`config.mk`:
```
export PLATFORM = sky130hd
export DESIGN_NAME = uart_loop_ctrl
export DESIGN_NICKNAME = d
export VERILOG_FILES = /design/src/rtl/uart_loop_ctrl.sv
export SDC_FILE = /design/constraint.sdc
export NUM_CORES = 1
export LEC_CHECK = 0
export CORE_UTILIZATION = 40
export DETAILED_ROUTE_END_ITERATION = 10
export GPL_TIMING_DRIVEN = 0
export PLACE_DENSITY = 0.7
export SETUP_SLACK_MARGIN = 0.2
export SLEW_MARGIN = 25
export SYNTH_ARGS = -nofsm -noshare
export SYNTH_HDL_FRONTEND = slang
export SYNTH_SLANG_ARGS = --single-unit
```
`constraint.sdc`:
```
create_clock -name clk -period 1.53 [get_ports clk]
set_input_delay 0.3825 -clock clk [delete_from_list [all_inputs] [get_ports clk]]
set_output_delay 0.3825 -clock clk [all_outputs]
set_load 0.005 [all_outputs]
```
`src/rtl/uart_loop_ctrl.sv`:
```
// Loopback/echo controller between a UART RX FIFO read port and TX FIFO write port.
// Supports OFF/STEP/AUTO/BURST modes, a per-byte transform and saturating status counters.
module uart_loop_ctrl #(
   parameter int unsigned DBIT      = 8,
   parameter int unsigned CNT_W     = 16,
   parameter int unsigned BURST_LEN = 4
) (
   input  logic             clk,
   input  logic             reset,
   input  logic [1:0]       mode,
   input  logic [1:0]       xform,
   input  logic             step,
   input  logic             clr,
   input  logic             rx_empty,
   input  logic [DBIT-1:0]  r_data,
   input  logic             tx_full,
   output logic             rd_uart,
   output logic             wr_uart,
   output logic [DBIT-1:0]  w_data,
   output logic [DBIT-1:0]  last_byte,
   output logic [CNT_W-1:0] byte_cnt,
   output logic             busy,
   output logic             miss
);

   localparam int unsigned BW = (BURST_LEN > 1) ? $clog2(BURST_LEN) : 1;
   localparam logic [BW-1:0] BurstInit = BW'(BURST_LEN - 1);
   localparam logic [1:0] ModeOff   = 2'b00;
   localparam logic [1:0] ModeStep  = 2'b01;
   localparam logic [1:0] ModeAuto  = 2'b10;
   localparam logic [1:0] ModeBurst = 2'b11;

   typedef enum logic [1:0] {StIdle, StPop, StPush} state_e;

   state_e           state_q, state_d;
   logic [BW-1:0]    burst_q, burst_d;
   logic [DBIT-1:0]  hold_q, hold_d;
   logic [DBIT-1:0]  last_q, last_d;
   logic [CNT_W-1:0] cnt_q, cnt_d;
   logic             miss_q, miss_d;
   logic             step_mode;

   // Case swap only flips bit 5 of ASCII letters; it degenerates to pass for non-byte widths.
   function automatic logic [DBIT-1:0] apply_xform(input logic [1:0] sel,
                                                   input logic [DBIT-1:0] b);
      logic [DBIT-1:0] res;
      res = b;
      case (sel)
         2'b01:   res = ~b;
         2'b10:   res = b + DBIT'(1);
         2'b11: begin
            if (DBIT == 8) begin
               if ((b >= DBIT'(32'h41) && b <= DBIT'(32'h5A)) ||
                   (b >= DBIT'(32'h61) && b <= DBIT'(32'h7A))) begin
                  res = b ^ DBIT'(32'h20);
               end
            end
         end
         default: res = b;
      endcase
      return res;
   endfunction

   always_comb begin
      state_d   = state_q;
      burst_d   = burst_q;
      hold_d    = hold_q;
      last_d    = last_q;
      cnt_d     = cnt_q;
      miss_d    = miss_q;
      rd_uart   = 1'b0;
      wr_uart   = 1'b0;
      w_data    = '0;
      step_mode = (mode == ModeStep) || (mode == ModeBurst);

      unique case (state_q)
         StIdle: begin
            if ((step_mode && step && !rx_empty) || (mode == ModeAuto && !rx_empty)) begin
               state_d = StPop;
               if (mode == ModeBurst) burst_d = BurstInit;
            end
         end
         StPop: begin
            rd_uart = 1'b1;
            hold_d  = apply_xform(xform, r_data);
            state_d = StPush;
         end
         StPush: begin
            w_data  = hold_q;
            wr_uart = !tx_full;
            if (!tx_full) begin
               last_d = hold_q;
               if (cnt_q != '1) cnt_d = cnt_q + CNT_W'(1);
               // Mode sampled now, so a mode change mid-transfer takes effect after this byte.
               if (mode == ModeAuto && !rx_empty) begin
                  state_d = StPop;
               end else if (mode == ModeBurst && burst_q != '0 && !rx_empty) begin
                  burst_d = burst_q - BW'(1);
                  state_d = StPop;
               end else begin
                  state_d = StIdle;
               end
            end
         end
         default: state_d = StIdle;
      endcase

      if (step_mode && step && (state_q != StIdle || rx_empty)) miss_d = 1'b1;

      if (clr) begin
         cnt_d  = '0;
         miss_d = 1'b0;
      end
   end

   always_ff @(posedge clk or negedge reset) begin
      if (!reset) begin
         state_q <= StIdle;
         burst_q <= '0;
         hold_q  <= '0;
         last_q  <= '0;
         cnt_q   <= '0;
         miss_q  <= 1'b0;
      end else begin
         state_q <= state_d;
         burst_q <= burst_d;
         hold_q  <= hold_d;
         last_q  <= last_d;
         cnt_q   <= cnt_d;
         miss_q  <= miss_d;
      end
   end

   assign last_byte = last_q;
   assign byte_cnt  = cnt_q;
   assign busy      = (state_q != StIdle);
   assign miss      = miss_q;

   logic unused_mode_off;
   assign unused_mode_off = (mode == ModeOff);

endmodule

```
Word level (Yosys, flattened, before mapping):

Cells that the tools add are included.

* add/subtract/negate cells: 3
* div/mod/pow operators: 0
* equality and inequality tests: 15
* multiply operators: 0
* order comparisons: 4
* bitwise operators: 3
* mux-type cells: 22
* shift-type cells: 0
* reduce and logical (&&, ||, !) cells: 25

Operators with widths (count)
* $mux 16: 4
* $pmux 8 s3: 1
* $add 16x1->16 const B: 1
* $ge 8x7->1 const B: 2
* $le 8x7->1 const B: 2
* $ne 16x16->1 const B: 1
* $mux 2: 7
* $ne 2x2->1 const B: 6
* $reduce_bool 2->1: 6
* $eq 2x2->1 const B: 5
* $add 8x1->8 const B: 1
* $logic_and 1x1->1: 8
* $mux 8: 1
* $not 8->8: 1
* $eq 2x1->1 const B: 3
* $mux 1: 6
* $mux 6: 1
* $pmux 2 s3: 1
* $reduce_and 6->1: 1
* $logic_or 1x1->1: 4
* $pmux 2 s2: 1
* $reduce_and 2->1: 2
* $reduce_and 3->1: 1
* $logic_not 1->1: 2
* 3 further kinds: 4

* ROM bits: 0
* latch bits: 0
* memories: 0
* output and inout port bits: 36
* input port bits: 18
* memory bits (writable): 0
* bits in registers: 37

Logic depth before layout (Yosys ltp):

* depth after elaboration: 7
* gate-level depth with buffers: 6
* depth with buffers taken out: 6

Worst setup path after synthesis:

No wires, ideal clock.

* kind: reg-to-reg
* from: register cnt_q[11] (netlist: byte_cnt[11])
* to: register cnt_q[0] (netlist: byte_cnt[0])
* setup slack: -129 ps
* period minus slack after synthesis: 1659 ps
* data arrival time: 1531 ps
* path buffers: 0
* stages on the path, launching flop included: 5
* data required time: 1402 ps
* library setup time: 128 ps
* path through: dfrtp_1 > nand4_1 > nor4_4 > nor2b_1 > mux2_1

* cells in the longest elaborated chain, start to end: 3

RTL lines
* from (decl): RTL line 39 `logic [CNT_W-1:0] cnt_q, cnt_d;`
* from (signal assigned): RTL line 129 `cnt_q <= cnt_d;`
* $ne 16x16->1: RTL line 93 `if (cnt_q != '1) cnt_d = cnt_q + CNT_W'(1);`
* $reduce_bool 2->1 (no source line)
* $reduce_and 3->1 (no source line)

No other way between the ends.
A chain may end at the register's enable or synchronous reset.

Worst setup path in the final report:

* from: register state_q[0]
* to: output port wr_uart

* cells in the longest elaborated chain, start to end: 2

RTL lines
* from (decl): RTL line 35 `state_e state_q, state_d;`
* from (signal assigned): RTL line 118 `state_q <= StIdle;`
* from (signal assigned): RTL line 125 `state_q <= state_d;`
* $eq 2x2->1: RTL line 76 `unique case (state_q)`
* $mux 1: RTL line 76
* to (decl): RTL line 18 `output logic wr_uart,`

No other way between the ends.

==> flow_summary.yaml <==
critical_path:
  cp-end-kind: "primary output"
  required_ns: 1.15
  worstPathArrival_ns: 1.43
  critPathMaxFanout: 3
  crit_path_frequent_cell: "buf_6"
  cp_slowest_cell: "dfrtp_2"
  r2r_start: "state_q[0]"
  ff2ff_path_depth: 6
  setup.worst_path.start_class: "flop"
  crit_path_max_incr_delay_ns: 0.45
  path_class: "reg2out"
  timing.rr.end: "byte_cnt[14]"
  crit_chain: "buf_6 > nor3b_4 > buf_4 > buf_6 > buf_6"
  r2r_slack_ns: -0.27
clocking:
  cts_root_buf: "clkbuf_8"
  numCtsBuffers: 5
  clk_latency_ns: 0.29
  cts_num_sinks: 37
  h-tree-depth: 2
  hold_buffers: 0
  clkTransAtPathRegs_ns: 0.07
  cts_tree: "done"
  cts.path.max_buffers: 2
outcome:
  violations: "negative setup slack"
  status: "finished, violations left"
routing:
  drt-pass1-iter-count: 4
  post_drt_wl_per_cell_um: 15.9
  drt-total-wl_um: 6540
  vias: 2207
  via_per_inst: 5.37
  ant_nets: 0
  drc: 0
  drt_iter0_drc: 161
logic_synthesis:
  seq_area_frac_synth_pct: 43.3
  synth_edf_count: 0
  synth_flop_cell: "dfrtp_1"
  ys_top_cells_by_area: "dfrtp_1 (43%), mux2_2 (5.8%), a21oi_1 (4.2%)"
  synthArstFlopShare_pct: 100
  synth_seq_cells: 37
  yosysUniqueCellTypes: 42
  syn_inst: 221
  synth_area_um2: 2140
  syn_nets: 245
  synth_top_area_share_pct: 43.3
  syn_area_per_cell_um2: 9.67
  yosysWarnings: 0
  yosys.area.top_type: "dfrtp_1"
global_routing:
  grt_pass1_wl_um: 9720
  grt_usage_pct: 23.1
  antenna_found_initial: 0
  grt_max_degree: 21
  grt_overflow_total: 0
  grt_pass1_vias: 2038
floorplanning:
  start_util_pct: 41.6
  die_h_um: 75.1
  num_rows: 26
  core_um2: 5140
  die-area_um2: 5640
  io_pins: 54
  dieWidth_um: 75.1
timing:
  final.setup.worst_slack_ns: -0.284
  fin_hold_ws_ns: 0.0485
  setup_viol: 37
  rsz0062_at_grt: "true"
  drv_slew: 0
  fin_worst_skew_ns: 0.00799
  min_period_ns: 1.81
  fmax_ghz: 0.551
  tightest_slew_ns: 0.540
  max_slew_margin_pct: 63.8
  fin_crit_sh_pct: 119
  hold_violations: 0
  setup-tns-final_ns: -6.47
placed_design:
  port_buffers: 51
  dpl.hpwl_um: 3700
  place.gp.congestion: 0.816
  placed_cells: 343
final_layout:
  diodes: 0
  nets: 365
  syn_to_final_growth_pct: 70.7
  final_cells: 411
  final_layout_size_suffix_gt1_share_pct: 46.0
  fin_util_pct: 71.0
min_path:
  holdCritPathClass: "in2async"
power:
  pwr_density_cell_nw_per_um2: 1000
  p_leak_nw: 1.64
  peakVddDrop_uv: 625
job:
  drv_cap: 0
==> layer usage <==
| metal | global-route usage, % | vias to the layer above | routed length [um] | share of wire [%] |
|---|---|---|---|---|
| li1 | - | 1053 | - | - |
| met1 | 28.4 | 1056 | 2650 | 41 |
| met2 | 41.3 | 83 | 3410 | 52 |
| met3 | 4.82 | 15 | 337 | 5.2 |
| met4 | 5.87 | 0 | 136 | 2.1 |
| met5 | 0 | - | 0 | 0 |
==> synth_stat cells (2+ instances only) <==
library cell,count
o221ai_1,2
nand2b_1,5
nand2_1,21
nand3_1,5
nor2_1,5
xor2_1,3
nor3_1,2
ha_1,6
inv_1,9
mux2i_1,2
or4_1,5
and3_1,3
nor2b_1,6
and4_1,2
or2_2,2
a41oi_1,2
a21oi_1,18
xnor2_1,5
nand4_1,8
mux2_2,11
dfrtp_1,37
o31ai_1,6
or3_1,9
clkbuf_1,5
and2_1,9
o21ai_0,17
==> repair_timing <==
action / 4_1_cts / 5_1_grt
cloned: 1 / 0
endpoints found under the setup margin: 70 / 64
pin swaps: 22 / 13
resized for setup: 158 / 69
setup buffers: 43 / 17
==> logic make-up (layout without fill, tap and decap cells) <==
family,count (synthesis),after routing,synth area share [%]
buffers and inverters,15,135,2.69
adders and majority gates,6,6,3.51
muxes,14,14,7.26
and+or+nand+nor,90,90,25.6
AOI/OAI and AO/OA,51,51,14.3
DFF,37,37,43.3
xor gates and xnor gates,8,8,3.28
==> layout make-up <==
| class | instances | area [um2] |
|---|---|---|
| buffer | 6 | 48.8 |
| fill | 385 | 1490 |
| timing repair buffer | 113 | 1050 |
| sequential | 37 | 936 |
| inverter | 9 | 36.3 |
| clock buffer | 7 | 86.3 |
| tap | 70 | 87.6 |
| multi-input combinational | 169 | 1400 |
==> cells in the final DEF, fill, tap and decap left out, types with 3 or more instances in the layout <==
cell	n
a21oi_1	16
and2_1	3
and2_4	6
buf_12	3
buf_2	5
buf_4	40
buf_6	33
clkbuf_1	4
clkbuf_2	8
clkbuf_8	7
clkdlybuf4s15_1	14
dfrtp_1	29
dfrtp_2	8
dlygate4sd2_1	7
ha_1	4
inv_1	8
mux2_4	12
nand2_1	21
nand2b_1	3
nand3_1	3
nand3_4	3
nand4_1	8
nor2_1	5
nor2b_4	3
o21ai_0	13
o21ai_1	4
o31ai_1	5
or3_1	6
or3_4	3
or4_1	3
xnor2_1	5
xor2_1	3
==> through the flow <==
step	instance area [um2]	total power [W]	setup WS (ns)
global route	3650	0.00387	-0.343
global placement	2810	0.00245	-1.00
CTS	3400	0.00347	-0.302
floorplan	2210	0.00193	-0.0834
finish	3650	0.00365	-0.284
detailed placement	2830	0.00249	-0.998
==> critical path: cells and delay by family (launching register included) <==
| kind | cells | cell delay (ns) |
|---|---|---|
| buffers and inverters | 4 | 0.49 |
| flip-flops | 1 | 0.45 |
| AND/OR/NAND/NOR | 1 | 0.21 |
==> worst max path at each step <==
stage                   to  slack [ns]        start  depth (start not counted)
2_1_floorplan  byte_cnt[0]       -0.08  byte_cnt[1]                          5
3_3_place_gp       wr_uart        -1.0      tx_full                          4
3_5_place_dp       wr_uart        -1.0      tx_full                          4
4_1_cts          w_data[7]       -0.30   state_q[1]                          6
5_1_grt            wr_uart       -0.34   state_q[0]                          5
6_report           wr_uart       -0.28   state_q[0]                          5
==> registers in the layout, indices dropped and copies added, names as in the netlist <==
register,cells
burst_q,2
byte_cnt,16
hold_q,8
last_byte,8
miss,1
state_q,2
==> where the power goes <==
part           internal (W)  leakage [nW]  switching, W
Combinational       0.00102          1.14      0.000536
Clock              0.000357        0.0443      0.000328
Sequential          0.00123         0.461      0.000186
Note: power is estimated with default switching activity, not from simulation.
